==> src/rtl/traceback_row_fetcher_pkg.sv <==
// Shared widths and request-type codes for the traceback row fetcher and
// the prefetch row dealer downstream of it.
package traceback_row_fetcher_pkg;

   localparam int N               = 16;
   localparam int LOG_N           = 4;
   localparam int DIRECTION_WIDTH = 2;
   localparam int POSITION_WIDTH  = 8;
   localparam int ROW_WIDTH       = N * DIRECTION_WIDTH;

   localparam logic [1:0] TB_REQ_CURRENT  = 2'b01;
   localparam logic [1:0] TB_REQ_PREFETCH = 2'b10;

endpackage

==> src/rtl/traceback_row_fetcher.sv <==
// Reads the two consecutive direction-memory words the prefetch row dealer
// needs for a traceback request, with a one-entry tag to skip repeat reads.
module traceback_row_fetcher
   import traceback_row_fetcher_pkg::*;
#(
   parameter int WORDS_PER_ROW = 4,
   parameter int ADDR_WIDTH    = 10
) (
   input  logic                      clk,
   input  logic                      rst,
   input  logic                      req_valid,
   output logic                      req_ready,
   input  logic [POSITION_WIDTH-1:0] req_x,
   input  logic [POSITION_WIDTH-1:0] req_y,
   input  logic [1:0]                req_type,
   output logic                      mem_en,
   output logic [ADDR_WIDTH-1:0]     mem_addr,
   input  logic [ROW_WIDTH-1:0]      mem_rdata,
   output logic                      out_valid,
   input  logic                      out_ready,
   output logic [ROW_WIDTH-1:0]      row_k1,
   output logic [ROW_WIDTH-1:0]      row_k0,
   output logic [1:0]                prefetch_request,
   output logic [POSITION_WIDTH-1:0] in_block_y_startpoint,
   output logic [POSITION_WIDTH-1:0] prefetch_y_startpoint
);

   localparam int KW = $clog2(WORDS_PER_ROW);
   localparam logic [KW-1:0] LAST_K = KW'(WORDS_PER_ROW - 1);

   typedef enum logic [2:0] {IDLE, RD_K1, RD_K0, CAP, OUT} state_t;

   state_t                    state, next_state;
   logic [POSITION_WIDTH-1:0] x_q, tag_x, in_block_q, prefetch_q;
   logic [KW-1:0]             k_q, tag_k, req_k;
   logic [1:0]                type_q;
   logic                      tag_valid, last_q, ready_q, mem_en_q;
   logic [ADDR_WIDTH-1:0]     addr_q, addr_next;
   logic                      accept, hit, mem_en_next;
   logic [ROW_WIDTH-1:0]      row_k1_q, row_k0_q;

   // WORDS_PER_ROW is a power of two, so x*WORDS_PER_ROW + k is a concatenation
   function automatic logic [ADDR_WIDTH-1:0] word_addr(input logic [POSITION_WIDTH-1:0] x,
                                                       input logic [KW-1:0] k);
      return ADDR_WIDTH'({x, k});
   endfunction

   assign req_k = KW'(req_y >> LOG_N);
   assign hit   = tag_valid && (req_x == tag_x) && (req_k == tag_k);

   always_comb begin
      next_state  = state;
      accept      = 1'b0;
      mem_en_next = 1'b0;
      addr_next   = '0;
      case (state)
         IDLE: begin
            if (ready_q && req_valid) begin
               accept = 1'b1;
               if (hit) begin
                  next_state = OUT;
               end else begin
                  next_state  = RD_K1;
                  mem_en_next = 1'b1;
                  addr_next   = word_addr(req_x, req_k);
               end
            end
         end
         RD_K1: begin
            if (k_q == LAST_K) begin
               next_state = CAP;
            end else begin
               next_state  = RD_K0;
               mem_en_next = 1'b1;
               addr_next   = word_addr(x_q, k_q + KW'(1));
            end
         end
         RD_K0:   next_state = CAP;
         CAP:     next_state = OUT;
         OUT:     if (out_ready) next_state = IDLE;
         default: next_state = IDLE;
      endcase
   end

   // Read enable/address are registered so the SRAM sees clean signals
   always_ff @(posedge clk) begin
      if (rst) begin
         state      <= IDLE;
         ready_q    <= 1'b0;
         mem_en_q   <= 1'b0;
         addr_q     <= '0;
         x_q        <= '0;
         k_q        <= '0;
         type_q     <= '0;
         in_block_q <= '0;
         prefetch_q <= '0;
         last_q     <= 1'b0;
         tag_valid  <= 1'b0;
         tag_x      <= '0;
         tag_k      <= '0;
         row_k1_q   <= '0;
         row_k0_q   <= '0;
      end else begin
         state    <= next_state;
         ready_q  <= (next_state == IDLE);
         mem_en_q <= mem_en_next;
         addr_q   <= addr_next;
         if (accept) begin
            x_q    <= req_x;
            k_q    <= req_k;
            type_q <= req_type;
            if (req_type == TB_REQ_PREFETCH)
               prefetch_q <= req_y;
            else
               in_block_q <= req_y;
         end
         if (state == RD_K1)
            last_q <= (k_q == LAST_K);
         if (state == RD_K0)
            row_k1_q <= mem_rdata;
         // The last word of a row has no successor, so row_k0 reads as zero
         if (state == CAP) begin
            if (last_q) begin
               row_k1_q <= mem_rdata;
               row_k0_q <= '0;
            end else begin
               row_k0_q <= mem_rdata;
            end
            tag_valid <= 1'b1;
            tag_x     <= x_q;
            tag_k     <= k_q;
         end
      end
   end

   assign req_ready             = ready_q;
   assign mem_en                = mem_en_q;
   assign mem_addr              = addr_q;
   assign out_valid             = (state == OUT);
   assign row_k1                = row_k1_q;
   assign row_k0                = row_k0_q;
   assign prefetch_request      = type_q;
   assign in_block_y_startpoint = in_block_q;
   assign prefetch_y_startpoint = prefetch_q;

endmodule

==> config.mk <==
export PLATFORM = sky130hd
export DESIGN_NAME = traceback_row_fetcher
export DESIGN_NICKNAME = d
export VERILOG_FILES = /design/src/rtl/traceback_row_fetcher_pkg.sv /design/src/rtl/traceback_row_fetcher.sv
export SDC_FILE = /design/constraint.sdc
export NUM_CORES = 1
export LEC_CHECK = 0
export BUFFER_PORTS_ARGS = -buffer_cell sky130_fd_sc_hd__buf_2
export CAP_MARGIN = 40
export CORE_MARGIN = 10
export CORE_UTILIZATION = 50
export DETAILED_ROUTE_END_ITERATION = 10
export HOLD_SLACK_MARGIN = 0.03
export PLACE_DENSITY_LB_ADDON = 0.12
export SYNTH_ARGS = -nofsm -noshare
export SYNTH_HDL_FRONTEND = slang
export SYNTH_SLANG_ARGS = --single-unit
==> constraint.sdc <==
create_clock -name clk -period 1.81 [get_ports clk]
set_clock_uncertainty 0.1 [all_clocks]
set_input_delay 0.2715 -clock clk [delete_from_list [all_inputs] [get_ports clk]]
set_output_delay 0.2715 -clock clk [all_outputs]
set_load 0.005 [all_outputs]
==> flow_summary.json, run 1 <==
{
  "status": "finished clean",
  "clkLatencyLatePin_ps": 510,
  "slew_headroom": 0.595,
  "fin_crit_ps": 1730,
  "cap_viol_max_count": 0,
  "crit_arrival_ps": 1360,
  "grt_usage": 0.196,
  "ir_worst_vdd_mv": 0.860,
  "required_ps": 1440,
  "ys_top_cells_by_count": "150 x nand2_1, 119 x dfxtp_1, 87 x a21oi_1",
  "dr.pass1.iters": 4,
  "nFillCells": 697,
  "drive_gt1_frac": 0.280,
  "die_h_um": 115,
  "fmax_mhz": 578,
  "h-tree-depth": 4,
  "seq_area_frac_synth": 0.525,
  "placed_area_sq_um": 5400,
  "cp_max_fo": 7,
  "ctsRootBufferMaster": "clkbuf_8",
  "synth_top_cell_by_area": "dfxtp_1",
  "synth_area_leaders": "dfxtp_1 52%, nand2_1 12%, a21oi_1 9.6%, nand3b_1 5.8%, mux2i_1 3.7%",
  "start_kind": "flip-flop",
  "first_iter_violations": 186,
  "setup-violations-final": 0,
  "slowest_delay_ps": 370,
  "synth_ff_type": "dfxtp_1",
  "avgSynthCellArea_sq_um": 8.52,
  "critPathCaptureType": "output pin",
  "drc_errors": 0,
  "drtAntennaViolNets": 0,
  "cts_sinks": 119,
  "final_nets": 786,
  "timing.final.crit_share": 0.956,
  "wire_per_inst_um": 15.7,
  "diodes": 0,
  "worst_hold_path_type": "in -> reg",
  "synth_fp_nets": 588,
  "cts_buffers": 17,
  "tritoncts": "yes",
  "finalMaxSlewViolations": 0,
  "cts_buffer_depth": 2,
  "finalHoldViolCount": 0,
  "dieArea_sq_um": 13300,
  "synth_most_common_cell": "nand2_1",
  "synth_edf_count": 0,
  "synth_area_sq_um": 4540,
  "grt_pass1_wl_mm": 21.3,
  "rows": 34,
  "cp_cell_sequence": "buf_4 -> nor2_4 -> and2_4 -> buf_6",
  "area.growth.synth_to_final_pct": 43.3,
  "synth_cell_type_count": 33,
  "design_area_sq_um": 6500,
  "io_buffers": 148,
  "power.static_leakage_uw": 0.00289,
  "clk_pin_slew_ps": 50,
  "vias": 4314,
  "synth_top_cell_area_share": 0.525,
  "criticalPathCategory": "reg -> out",
  "rsz0062_at_grt": "no",
  "cp_slowest_cell": "dfxtp_4",
  "grt_max_degree": 60,
  "ys_warn_count": 0,
  "via_per_inst": 5.07,
  "antenna_found_initial": 0,
  "postSynth.asyncResetShare": 0,
  "grt_pass1_vias": 4400,
  "die_width_um": 115,
  "tightest_slew_ps": 608,
  "grt-ovfl-total": 0,
  "power.density_nw_per_um2": 1070,
  "finalSetupTns_ps": 0,
  "routed_wl_mm": 13.3,
  "synth.ff_latch_count": 119,
  "start_util": 0.518,
  "synthCells": 533,
  "gp_congestion": 0.818,
  "dp_hpwl_mm": 8.93,
  "coreArea_sq_um": 8760,
  "io_pins": 149
}
cells in the final DEF (no fill, tap or decap), drive strengths merged, types with 3 or more instances in the layout:
cell type,synthesis,layout
buf,20,167
nand2,151,151
dfxtp,119,119
a21oi,87,87
dlygate4sd3,0,51
nand3b,35,35
nor2,24,24
clkbuf,19,22
mux2i,17,17
inv,12,12
xnor2,11,11
o31ai,9,9
clkinv,0,5
nor4,4,4
nand2b,3,3
and2,3,3
nand3,3,3
nor3,3,3
critical path: cells and delay by family (launching register included):
kind	cells	cell delay, ps
flops	1	370
buf+inv	2	260
simple gates	2	240
stage by stage:
step	hold WS, ps	cells	util	worst slack [ps]	power [uW]
6_report	51.9	851	0.742	79.2	6950
2_1_floorplan	307	533	-	292	3380
3_5_place_dp	344	769	0.617	75.3	3750
3_3_place_gp	336	769	0.617	165	3720
5_1_grt	84.0	851	0.742	10.4	7230
4_1_cts	45.9	851	0.741	22.6	7000
metal layers:
metal  track usage  share of wire
met1         0.216           0.41
met2         0.331           0.50
met3        0.0797          0.086
met4        0.0767          0.012
met5             0              0
area by class of cell:
| cell class | count | area, sq um | area share |
|---|---|---|---|
| sequential | 119 | 2390 | 0.367 |
| multi-input combinational | 363 | 1940 | 0.299 |
| timing repair buffer | 218 | 1430 | 0.220 |
| clock buffer | 22 | 463 | 0.0712 |
| tap | 108 | 135 | 0.0208 |
| clock inverter | 9 | 100 | 0.0154 |
| inverter | 12 | 45.0 | 0.00692 |
sequential cells by signal (all words and copies together), names as in the netlist, 3 cells and up:
signal / flops
prefetch_y_startpoint: 8
state: 3
in_block_y_startpoint: 8
x_q: 8
row_k1: 32
mem_addr: 10
row_k0: 32
tag_x: 8
power by group:
part	total [uW]	leakage, uW	switching (uW)	internal (uW)
Sequential	2880	0.000964	93.3	2780
Clock	3150	0.000276	1110	2040
Combinational	925	0.00165	494	431
Total	6950	0.00289	1700	5260
final timing paths:
check                    to  cells after the start      start  slack [ps]
hold / removal    req_ready                      3  out_ready          50
setup reg to reg   state[2]                      4   state[2]         140
setup / recovery  out_valid                      4   state[0]          80
hold reg to reg   row_k0[9]                      2  row_k0[9]         350
kinds of logic after synthesis:
family	after synthesis	synth area share
and+or+nand+nor	234	0.245
DFF	119	0.525
AOI/OAI and AO/OA	100	0.118
buffers and inverters	51	0.0501
muxes	17	0.0375
xor gates and xnor gates	11	0.0212
adders and majority gates	1	0.00276
repair_timing:
| item | in CTS | in global routing |
|---|---|---|
| hold buffers | 51 | 0 |
| cloned | 0 | 0 |
| buffers inserted | 0 | 0 |
| gates resized for setup | 5 | 5 |
| endpoints found under the hold margin | 106 | 0 |
| endpoints found under the setup margin | 1 | 9 |
(Power assumes the default switching activity.)
==> run 2, diff against run 1 <==
--- a/config.mk
+++ b/config.mk
@@ -5,6 +5,7 @@
 export SDC_FILE = /design/constraint.sdc
 export NUM_CORES = 1
 export LEC_CHECK = 0
+export ABC_AREA = 1
 export BUFFER_PORTS_ARGS = -buffer_cell sky130_fd_sc_hd__buf_2
 export CAP_MARGIN = 40
 export CORE_MARGIN = 10
==> run 2 against run 1 <==
Effect of this change: register-to-register slack lost 80 ps; core utilization down 0.73 points; clock power about the same; combinational power grew 12%; cell count grew 5.5%; cell area down 1.9%.
==> flow_summary.json, run 2 <==
{
  "fin_crit_ps": 1750,
  "power_frac_seq": 0.411,
  "h-tree-depth": 4,
  "required_ps": 2130,
  "grt_pass1_wl_mm": 22.1,
  "vias": 4529,
  "clkLatencyLatePin_ps": 510,
  "postSynth.asyncResetShare": 0,
  "drc_errors": 0,
  "ir_worst_vdd_mv": 0.683,
  "setup-violations-final": 0,
  "grt_usage": 0.206,
  "ys_warn_count": 0,
  "rows": 34,
  "synth_top_cell_by_area": "dfxtp_1",
  "grt_max_degree": 36,
  "internal_power_uw": 5230,
  "synth_area_leaders": "dfxtp_1 54%, nand2_1 8.9%, a21oi_1 8.5%, nor2_1 7.9%, o21ai_0 5.9%",
  "timing.final.crit_share": 0.966,
  "synth_edf_count": 0,
  "criticalPathCategory": "reg -> reg",
  "io_pins": 149,
  "synth_area_sq_um": 4420,
  "wire_per_inst_um": 15.4,
  "cts_buffers": 17,
  "cts_sinks": 119,
  "drtAntennaViolNets": 0,
  "status": "finished clean",
  "power_frac_comb": 0.145,
  "synth.ff_latch_count": 119,
  "first_iter_violations": 307,
  "routed_wl_mm": 13.9,
  "fin_cells": 898,
  "io_buffers": 148,
  "seq_area_frac_synth": 0.538,
  "synth_top_cell_area_share": 0.538,
  "critPathCaptureType": "flip-flop",
  "worst_hold_path_type": "in -> reg",
  "slew_headroom": 0.672,
  "placed_area_sq_um": 5270,
  "clkPwrFrac": 0.444,
  "final_nets": 833,
  "ctsRootBufferMaster": "clkbuf_8",
  "fmax_mhz": 572,
  "tritoncts": "yes",
  "dp.cells": 815,
  "die_h_um": 114,
  "dr.pass1.iters": 5,
  "layout_commonest_cell": "buf_2",
  "crit_arrival_ps": 2070,
  "synth_fp_nets": 631,
  "diodes": 0,
  "start_kind": "flip-flop",
  "gp_congestion": 0.883,
  "cap_viol_max_count": 0,
  "p_switching_uw": 1930,
  "rrSetupSlack_ps": 60,
  "tightest_slew_ps": 492,
  "synthCells": 576,
  "grt-ovfl-total": 0,
  "power.static_leakage_uw": 0.00283,
  "grt_pass1_vias": 4530,
  "start_util": 0.510,
  "drive_gt1_frac": 0.273,
  "final_cell_mix": "148 x buf_2, 118 x dfxtp_1, 104 x nand2_1",
  "cp_max_fo": 34,
  "area.growth.synth_to_final_pct": 44.2,
  "postLayoutCoreUtil": 0.735,
  "ys_top_cells_by_count": "119 x dfxtp_1, 105 x nand2_1, 93 x nor2_1",
  "finalSetupTns_ps": 0,
  "synth_ff_type": "dfxtp_1",
  "rsz0062_at_grt": "yes",
  "synth_cell_type_count": 23,
  "antenna_found_initial": 0,
  "dieArea_sq_um": 13000,
  "finalMaxSlewViolations": 0,
  "dp_hpwl_mm": 9.35,
  "power.density_nw_per_um2": 1120,
  "cts_buffer_depth": 2,
  "die_width_um": 114,
  "avgSynthCellArea_sq_um": 7.68,
  "via_per_inst": 5.04,
  "synth_most_common_cell": "dfxtp_1",
  "coreArea_sq_um": 8680,
  "design_area_sq_um": 6380,
  "finalHoldViolCount": 0,
  "swShare": 0.270,
  "clk_pin_slew_ps": 60
}
run 2: cell count changes after synthesis, sizes merged, moves of 9 or more:
| cell | before | now |
|---|---|---|
| nand2 | 151 | 106 |
| o21ai | 2 | 52 |
| buf | 20 | 9 |
| xnor2 | 11 | 0 |
| nor2 | 24 | 98 |
| a21oi | 87 | 76 |
| nand3 | 3 | 47 |
| inv | 12 | 34 |
| nand3b | 35 | 0 |
| mux2i | 17 | 0 |
| o31ai | 9 | 0 |
run 2: repair_timing:
| item | CTS | global route |
|---|---|---|
| gates resized for setup | 2 | 4 |
| hold endpoints to repair | 103 | 0 |
| cloned | 0 | 1 |
| buffers inserted | 0 | 0 |
| endpoints found under the setup margin | 33 | 16 |
| hold buffers | 51 | 0 |
run 2: metal layers:
layer	up-vias	track usage	part of all wire
met5	-	0	0
li1	2284	-	-
met2	164	0.348	0.50
met4	0	0.0668	0.016
met3	20	0.0781	0.083
met1	2061	0.234	0.40
run 2: power groups by stage:
stage                     clock network, uW  registers [uW]  logic (uW)
after global placement                    0            2980         921
after CTS                              3220            2930        1040
after global routing                   3330            2960        1170
final                                  3180            2940        1040
after floorplan                           0            3000         527
after detailed placement                  0            2990         943
run 2: final timing paths:
kind | from | end | cells past startpoint
max | state[1] | row_k0[13] | 6
min | rst | prefetch_y_startpoint[2] | 3
max reg2reg | state[1] | row_k0[13] | 6
min reg2reg | prefetch_y_startpoint[6] | prefetch_y_startpoint[6] | 2
run 2: through the flow:
| stage | worst slack (ps) | hold slack, ps | total power, uW |
|---|---|---|---|
| CTS | 58.2 | 87.9 | 7190 |
| global placement | -18.0 | 343 | 3900 |
| global route | -4.01 | 110 | 7460 |
| detailed placement | -82.4 | 355 | 3930 |
| floorplan | 424 | 319 | 3520 |
| finish | 61.5 | 102 | 7160 |
run 2: cell families after synthesis:
family	Yosys count	share of synthesized area
AO/OA/AOI/OAI	131	0.150
buffers and inverters	69	0.0653
flip-flops	119	0.538
adder cells (fa/ha/maj)	1	0.00283
AND/OR/NAND/NOR	256	0.243
run 2: layout make-up:
cell class	count	area, sq um
timing repair buffer	216	1380
clock buffer	17	414
tap	108	135
multi-input combinational	389	1780
sequential	119	2380
inverter	35	136
clock inverter	14	154
fill	696	2300
run 2: worst max-delay path, cell delays in order (launching register included):
cell,delay (ps)
dfxtp_1,350
inv_2,70
nor3_4,290
buf_4,200
buf_4,310
nand3_1,120
a21oi_1,200
==> run 3, diff against run 2 <==
--- a/config.mk
+++ b/config.mk
@@ -8,11 +8,13 @@
 export ABC_AREA = 1
 export BUFFER_PORTS_ARGS = -buffer_cell sky130_fd_sc_hd__buf_2
 export CAP_MARGIN = 40
+export CORE_ASPECT_RATIO = 1.2
 export CORE_MARGIN = 10
 export CORE_UTILIZATION = 50
 export DETAILED_ROUTE_END_ITERATION = 10
 export HOLD_SLACK_MARGIN = 0.03
-export PLACE_DENSITY_LB_ADDON = 0.12
+export PLACE_DENSITY = 0.79
+export SLEW_MARGIN = 20
 export SYNTH_ARGS = -nofsm -noshare
 export SYNTH_HDL_FRONTEND = slang
 export SYNTH_SLANG_ARGS = --single-unit
==> run 3 against run 2 <==
Effect of this change: non-clock buffer count down 3; global-route usage up 1.7 points; critical path depth increased by 5; critical endpoint is now req_ready; sequential cell count unchanged; first-iteration DRC count up 8.1%; sequential power barely moved; total power is 8.3% higher; via count rose by 3.8%; largest power group unchanged; die area rose by 0.12%.
==> flow_summary.json, run 3 (same netlist as run 2, synthesis figures left out) <==
{
  "start_kind": "input pin",
  "first_iter_violations": 332,
  "clk_pin_slew_ps": 60,
  "required_ps": 2160,
  "drive_gt1_frac": 0.267,
  "ir_worst_vdd_mv": 0.718,
  "ctsResizeCount": 0,
  "rows": 37,
  "grt_max_degree": 47,
  "cts_sinks": 119,
  "h-tree-depth": 4,
  "fmax_mhz": 584,
  "slew_headroom": 0.704,
  "die_width_um": 106,
  "multi_input_area_sq_um": 1750,
  "nFillCells": 617,
  "fin_crit_ps": 1710,
  "cts_buffer_depth": 2,
  "dr.pass1.iters": 6,
  "antenna_found_initial": 1,
  "grt_pass1_vias": 4781,
  "routed_wl_mm": 14.4,
  "grt-ovfl-total": 0,
  "via_per_inst": 5.19,
  "drtAntennaViolNets": 0,
  "cts_buffers": 17,
  "grt_usage": 0.223,
  "setup-violations-final": 0,
  "finalSetupTns_ps": 0,
  "grt_pass1_wl_mm": 23.5,
  "coreArea_sq_um": 8610,
  "power_uw": 7760,
  "critPathCaptureType": "flip-flop",
  "power.static_leakage_uw": 0.00288,
  "tritoncts": "yes",
  "wire_per_inst_um": 15.9,
  "io_buffers": 148,
  "seq_area_sq_um": 2380,
  "worst_hold_path_type": "in -> reg",
  "finalMaxSlewViolations": 0,
  "io_pins": 149,
  "rsz0062_at_grt": "no",
  "drc_errors": 0,
  "power.density_nw_per_um2": 1200,
  "final_cell_mix": "148 x buf_2, 119 x dfxtp_1, 105 x nand2_1",
  "area.growth.synth_to_final_pct": 46.5,
  "cp_max_fo": 11,
  "ctsRootBufferMaster": "clkbuf_8",
  "dieArea_sq_um": 13000,
  "final_nets": 829,
  "cap_viol_max_count": 0,
  "start_util": 0.514,
  "layout_commonest_cell": "buf_2",
  "status": "finished clean",
  "timing.final.crit_share": 0.947,
  "vias": 4699,
  "clkLatencyLatePin_ps": 520,
  "criticalPathCategory": "in -> reg",
  "crit_arrival_ps": 2070,
  "dp_hpwl_mm": 9.40,
  "finalHoldViolCount": 0,
  "gp_congestion": 0.817,
  "tightest_slew_ps": 441,
  "die_h_um": 123
}
-- run 3: power breakdown --
| group | switching (uW) | total [uW] | internal (uW) | leakage (uW) |
|---|---|---|---|---|
| Clock | 1200 | 3760 | 2560 | 0.000320 |
| Sequential | 116 | 2950 | 2830 | 0.000965 |
| Combinational | 605 | 1050 | 448 | 0.00160 |
-- run 3: worst paths after layout --
| check | from | endpoint | slack [ps] | cells past startpoint |
|---|---|---|---|---|
| max | req_y[4] | req_ready | 100 | 11 |
| min | rst | x_q[2] | 130 | 3 |
| max reg2reg | state[2] | row_k1[13] | 190 | 5 |
| min reg2reg | row_k0[5] | row_k0[5] | 360 | 2 |
-- run 3: final cells by class --
cell class                 count  share of cell area
sequential                   119               0.367
multi-input combinational    388               0.270
timing repair buffer         213               0.215
tap                          117              0.0226
antenna                        1            0.000386
clock inverter                10              0.0293
inverter                      35              0.0203
clock buffer                  22              0.0745
-- run 3: repair_timing --
action,4_1_cts,5_1_grt
hold endpoints to repair,102,0
buffers inserted,0,0
hold buffers,51,0
-- run 3: through the flow --
stage                     instance area (sq um)   util  setup WS [ps]  hold WS [ps]  std cells
after floorplan                            4420      -            424           319        576
after global placement                     5300  0.615            226           345        821
after global routing                       6480  0.753           3.59           132        905
after detailed placement                   5300  0.615            136           351        821
after CTS                                  6480  0.753            118           116        904
final                                      6480  0.753           96.7           131        905
-- run 3: worst max-delay path, cell delays in order --
cell and delay, ps:
dlygate4sd3_1 540, buf_2 150, inv_1 90, nand2_1 60
nand2_1 50, nand3_1 100, nor2_1 150, nand2_1 260
nand2_1 200, nand2_1 60, nor2_1 110
-- run 3: metal layers --
metal	global-route usage	up-vias	part of all wire
met5	0	-	0
met4	0.118	0	0.038
met3	0.0890	55	0.083
met2	0.396	210	0.51
met1	0.221	2163	0.37
li1	-	2271	-
